`src/rtl/uart_pkg.sv`:
```
// Shared types and helpers for the UART transmitter and its companion receiver.
package uart_pkg;

    typedef enum logic [2:0] {
        IDLE   = 3'd0,
        START  = 3'd1,
        DATA   = 3'd2,
        PARITY = 3'd3,
        STOP   = 3'd4
    } tx_state_t;

    function automatic int clks_per_bit(input int clk_freq, input int baud);
        return clk_freq / baud;
    endfunction

endpackage

```
`src/rtl/uart_baud_gen.sv`:
```
// Bit-period counter: wraps every CLKS_PER_BIT clocks, held at zero while cleared.
module uart_baud_gen #(
    parameter int CLKS_PER_BIT = 10
) (
    input  logic i_clk,
    input  logic i_rst,
    input  logic i_clear,
    output logic o_bit_tick,
    output logic o_pre_tick
);

    localparam int CW = (CLKS_PER_BIT > 2) ? $clog2(CLKS_PER_BIT) : 1;
    localparam logic [CW-1:0] LAST = CW'(CLKS_PER_BIT - 1);
    localparam logic [CW-1:0] PRE  = CW'(CLKS_PER_BIT - 2);

    logic [CW-1:0] cnt_q, cnt_d;

    always_comb begin
        cnt_d = cnt_q + 1'b1;
        if (i_clear || (cnt_q == LAST)) begin
            cnt_d = '0;
        end
    end

    always_ff @(posedge i_clk or posedge i_rst) begin
        if (i_rst) begin
            cnt_q <= '0;
        end else begin
            cnt_q <= cnt_d;
        end
    end

    assign o_bit_tick = (cnt_q == LAST);
    // One clock early, so registered outputs can line up with the last clock of a bit.
    assign o_pre_tick = (cnt_q == PRE);

endmodule

```
`src/rtl/uart_tx.sv`:
```
// UART transmitter: start, D_BITS data LSB first, optional parity, STOP_BITS stop bits.
// Parity stage is built only when UART_TX_PARITY_EN is defined.
module uart_tx
    import uart_pkg::*;
#(
    parameter int D_BITS     = 8,
    parameter int CLK_FREQ   = 100_000_000,
    parameter int BAUD       = 115_200,
    parameter int STOP_BITS  = 1,
    parameter int PARITY_ODD = 0
) (
    input  logic              i_clk,
    input  logic              i_rst,
    input  logic [D_BITS-1:0] i_data,
    input  logic              i_tx_enable,
    output logic              o_tx,
    output logic              o_tx_done,
    output logic              o_busy
);

    localparam int CPB = clks_per_bit(CLK_FREQ, BAUD);
    localparam int BCW = (D_BITS > 2) ? $clog2(D_BITS) : 1;
    localparam logic [BCW-1:0] DATA_LAST = BCW'(D_BITS - 1);
    localparam logic [BCW-1:0] STOP_LAST = BCW'(STOP_BITS - 1);

    if (CPB < 2 || (STOP_BITS != 1 && STOP_BITS != 2) || PARITY_ODD < 0 || PARITY_ODD > 1) begin : g_bad_cfg
        $error("uart_tx: unsupported parameter combination");
    end

    tx_state_t         state_q, state_d;
    logic [D_BITS-1:0] shreg_q, shreg_d;
    logic [BCW-1:0]    bit_cnt_q, bit_cnt_d;
    logic              tx_q, tx_d;
    logic              done_q, done_d;
    logic              busy_q, busy_d;
    logic              bit_tick, pre_tick;
`ifdef UART_TX_PARITY_EN
    logic              parity_q, parity_d;
`endif

    uart_baud_gen #(
        .CLKS_PER_BIT(CPB)
    ) u_baud (
        .i_clk      (i_clk),
        .i_rst      (i_rst),
        .i_clear    (state_q == IDLE),
        .o_bit_tick (bit_tick),
        .o_pre_tick (pre_tick)
    );

    always_comb begin
        state_d   = state_q;
        shreg_d   = shreg_q;
        bit_cnt_d = bit_cnt_q;
        done_d    = 1'b0;
`ifdef UART_TX_PARITY_EN
        parity_d  = parity_q;
`endif
        case (state_q)
            IDLE: begin
                if (i_tx_enable) begin
                    state_d   = START;
                    shreg_d   = i_data;
                    bit_cnt_d = '0;
`ifdef UART_TX_PARITY_EN
                    parity_d  = (^i_data) ^ (PARITY_ODD != 0);
`endif
                end
            end
            START: begin
                if (bit_tick) begin
                    state_d   = DATA;
                    bit_cnt_d = '0;
                end
            end
            DATA: begin
                if (bit_tick) begin
                    if (bit_cnt_q == DATA_LAST) begin
                        bit_cnt_d = '0;
`ifdef UART_TX_PARITY_EN
                        state_d   = PARITY;
`else
                        state_d   = STOP;
`endif
                    end else begin
                        shreg_d   = shreg_q >> 1;
                        bit_cnt_d = bit_cnt_q + 1'b1;
                    end
                end
            end
`ifdef UART_TX_PARITY_EN
            PARITY: begin
                if (bit_tick) begin
                    state_d   = STOP;
                    bit_cnt_d = '0;
                end
            end
`endif
            STOP: begin
                done_d = pre_tick && (bit_cnt_q == STOP_LAST);
                if (bit_tick) begin
                    if (bit_cnt_q == STOP_LAST) begin
                        state_d = IDLE;
                    end else begin
                        bit_cnt_d = bit_cnt_q + 1'b1;
                    end
                end
            end
            default: state_d = IDLE;
        endcase

        // Line level follows the next state so o_tx is a plain register.
        case (state_d)
            START:   tx_d = 1'b0;
            DATA:    tx_d = shreg_d[0];
`ifdef UART_TX_PARITY_EN
            PARITY:  tx_d = parity_q;
`endif
            default: tx_d = 1'b1;
        endcase
        busy_d = (state_d != IDLE);
    end

    always_ff @(posedge i_clk or posedge i_rst) begin
        if (i_rst) begin
            state_q   <= IDLE;
            shreg_q   <= '0;
            bit_cnt_q <= '0;
            tx_q      <= 1'b1;
            done_q    <= 1'b0;
            busy_q    <= 1'b0;
`ifdef UART_TX_PARITY_EN
            parity_q  <= 1'b0;
`endif
        end else begin
            state_q   <= state_d;
            shreg_q   <= shreg_d;
            bit_cnt_q <= bit_cnt_d;
            tx_q      <= tx_d;
            done_q    <= done_d;
            busy_q    <= busy_d;
`ifdef UART_TX_PARITY_EN
            parity_q  <= parity_d;
`endif
        end
    end

    assign o_tx      = tx_q;
    assign o_tx_done = done_q;
    assign o_busy    = busy_q;

endmodule

```
`config.mk`:
```
export PLATFORM = sky130hd
export DESIGN_NAME = uart_tx
export DESIGN_NICKNAME = d
export VERILOG_FILES = /design/src/rtl/uart_pkg.sv /design/src/rtl/uart_baud_gen.sv /design/src/rtl/uart_tx.sv
export SDC_FILE = /design/constraint.sdc
export NUM_CORES = 1
export LEC_CHECK = 0
export CAP_MARGIN = 20
export CORE_ASPECT_RATIO = 1.25
export CORE_UTILIZATION = 50
export DETAILED_ROUTE_END_ITERATION = 8
export PLACE_DENSITY = 0.71
export SLEW_MARGIN = 10
export SYNTH_ARGS = -nofsm -noshare
export SYNTH_HDL_FRONTEND = slang
export SYNTH_HIERARCHICAL = 1
export SYNTH_SLANG_ARGS = --single-unit
```
`constraint.sdc`:
```
create_clock -name i_clk -period 3.4 [get_ports i_clk]
set_input_delay 0.68 -clock i_clk [delete_from_list [all_inputs] [get_ports i_clk]]
set_output_delay 0.68 -clock i_clk [all_outputs]
set_load 0.05 [all_outputs]
```
==> results.yml <==
run_status:
  status: "completed"
worst_setup_path:
  startpoint_type: "flip-flop"
  cp_top_family: "buffers and inverters"
  required_ns: 2.72
  cp.arrival_ns: 1.66
  cp_cell_sequence: "clkdlybuf4s50_1"
  slowest_stage: "clkdlybuf4s50_1"
  crit_type: "reg2out"
  slowest_delay_ns: 0.78
  path_buf_inv: 1
  worstPathMaxFanout: 1
  worst_setup_path_end_kind: "output pin"
power:
  combPwrFrac_pct: 19.6
  netSwitchingPower_uw: 238
  pwr-share-clk_pct: 20.2
  p_leak_nw: 0.717
  vdd_drop_max_uv: 364
  sw_frac_of_total_pct: 33.1
  power.density_nw_per_um2: 442
  power.internal_uw: 481
  p_seq_share_pct: 60.2
  power_uw: 719
cells_and_area:
  multi_input_area_um2: 694
  design_area_um2: 1630
  seq_area_um2: 677
  drive_gt1_share_pct: 10.6
  fin_util_pct: 59.5
  fillers: 248
  nets: 168
  areaGrowthSynthToFinish_pct: 11.3
  diodes: 0
timing:
  skew_ns: 0.00981
  fmax_mhz: 428
  finalHoldViolCount: 0
  fin_crit_sh_pct: 68.8
  rsz0062_at_grt: "false"
  slew_viol_final: 0
  period_needed_ns: 2.34
  finalSetupTns_ns: 0
  tightest_slew_ns: 0.663
  slew-limit-headroom_pct: 55.7
  setup_ws_ns: 1.06
  finalSetupViolations: 0
placed_design:
  dpl_cell_area_um2: 1600
  pre_cts_ws_ns: 1.12
  gp_congestion: 0.787
  dp_hpwl_um: 2000
  io_buffers: 13
global_routing:
  grt_usage_pct: 19.8
  grt_antenna_before_repair: 0
  grt_first_pass_wirelength_um: 4830
  grt_pass1_vias: 1131
  grt_max_degree: 18
  grt-ovfl-total: 0
logic_synthesis:
  post-synth-top-count-cell: "dfrtp_1"
  synth_top_area_share_pct: 44.5
  synth_edf_count: 0
  ys_types: 47
  synthFlopType: "dfrtp_1"
  synth.area.top_cells: "dfrtp_1, ha_1, a222oi_1"
  netlist_top_cells_count: "dfrtp_1, inv_1, a21oi_1"
  seq_area_frac_synth_pct: 46.3
  syn_nets: 155
  netlist_instances: 139
  yosysTopAreaCell: "dfrtp_1"
  async_reset_ff_share_pct: 100
  mappedNetlistArea_um2: 1460
  yosys_warnings: 6
  avgSynthCellArea_um2: 10.5
  ys_ff_latch: 27
clock_network:
  cts_tree: "built"
  clk_pin_slew_ns: 0.16
  cts_setup_buffers: 0
  htree_levels: 1
  clock-root-buffer: "clkbuf_4"
  cts_hold_buffers: 0
  cts_buffers: 3
  clkLatencyLatePin_ns: 0.33
  cts_buffer_depth: 2
  post_cts_resized: 0
  clock-sinks: 27
route:
  drc: 0
  vias: 1072
  final_antenna_net_count: 0
  via_per_inst: 5.79
  wl_um: 2690
  wl_per_cell_um: 14.5
  drt-initial-drc-count: 33
  dr.pass1.iters: 5
die:
  initial_core_util_pct: 53.5
  rows: 21
  dieArea_um2: 3140
  chipHeight_um: 62.4
  core_um2: 2730
  fp.dieW_um: 50.4
  io_pins: 14
hold_path:
  min_path_type: "reg2reg"
job:
  max_cap_violations: 0
-- sequential cells by signal, indices dropped and copies added, names as in the netlist --
| register | cells |
|---|---|
| o_tx | 1 |
| u_baud/cnt_q | 10 |
| bit_cnt_q | 3 |
| o_busy | 1 |
| o_tx_done | 1 |
| shreg_q | 8 |
| state_q | 3 |
-- per-stage QoR --
stage / instances / hold slack, ns
floorplan: 139 / 0.455
global placement: 181 / 0.469
detailed placement: 181 / 0.482
CTS: 185 / 0.517
global route: 185 / 0.544
finish: 185 / 0.516
-- layer usage --
metal	wire, µm	GRT usage (%)
met5	0	0
met4	22	7.99
met3	49	3.41
met2	1440	34.8
met1	1170	23.2
-- cells by family after synthesis --
logic type / Yosys count / share of synthesized area (%)
AND/OR/NAND/NOR: 52 / 22.4
AO/OA/AOI/OAI: 29 / 16.1
flip-flops: 27 / 46.3
buffers and inverters: 19 / 6.16
adder cells (fa/ha/maj): 5 / 4.28
multiplexers: 4 / 2.91
XOR/XNOR: 3 / 1.80
-- power groups by stage --
stage                     Combinational, mW  Sequential (mW)  Clock [mW]
after floorplan                       0.107            0.424           0
after global placement                0.133            0.435           0
after detailed placement              0.142            0.440           0
after CTS                             0.144            0.433       0.151
after global routing                  0.162            0.441       0.164
final                                 0.141            0.432       0.145
-- cell type report --
| type | count | share of cell area (%) |
|---|---|---|
| tap | 34 | 2.62 |
| multi-input combinational | 93 | 42.7 |
| sequential | 27 | 41.6 |
| clock inverter | 1 | 0.462 |
| timing repair buffer | 13 | 8.00 |
| inverter | 14 | 3.23 |
| clock buffer | 3 | 1.38 |
-- final timing paths --
| kind | slack, ns | to | from | depth (start not counted) |
|---|---|---|---|---|
| max in group asynchronous | 2.22 | o_busy$_DFF_PP0_ | i_rst | 2 |
| max | 1.06 | o_tx | o_tx$_DFF_PP1_ | 1 |
| max reg2reg | 1.12 | bit_cnt_q[2]$_DFFE_PP0P_ | u_baud/cnt_q[7]$_DFF_PP0_ | 6 |
| min reg2reg | 0.52 | shreg_q[2]$_DFFE_PP0P_ | shreg_q[3]$_DFFE_PP0P_ | 2 |
| min in group asynchronous | 0.64 | u_baud/cnt_q[8]$_DFF_PP0_ | i_rst | 2 |
| min | 0.52 | shreg_q[2]$_DFFE_PP0P_ | shreg_q[3]$_DFFE_PP0P_ | 2 |
-- cell usage in the layout (no fill, tap or decap), types with 2 or more instances in the layout --
cell              n
nor3_1            2
dfrtp_1          26
ha_1              5
mux2i_1           2
nand4_1           2
or3b_1            2
a21oi_1          10
nor2b_1           4
clkdlybuf4s50_1  13
a222oi_1          6
nand2_1           7
nand3_1           5
clkbuf_4          3
nor2_1            8
xor2_1            2
or3_1             2
and2b_1           3
inv_1            14
nand2b_1          2
o31ai_1           2
o21ai_0           3
mux2_1            2
No activity file was read; power rests on OpenSTA's default activity.
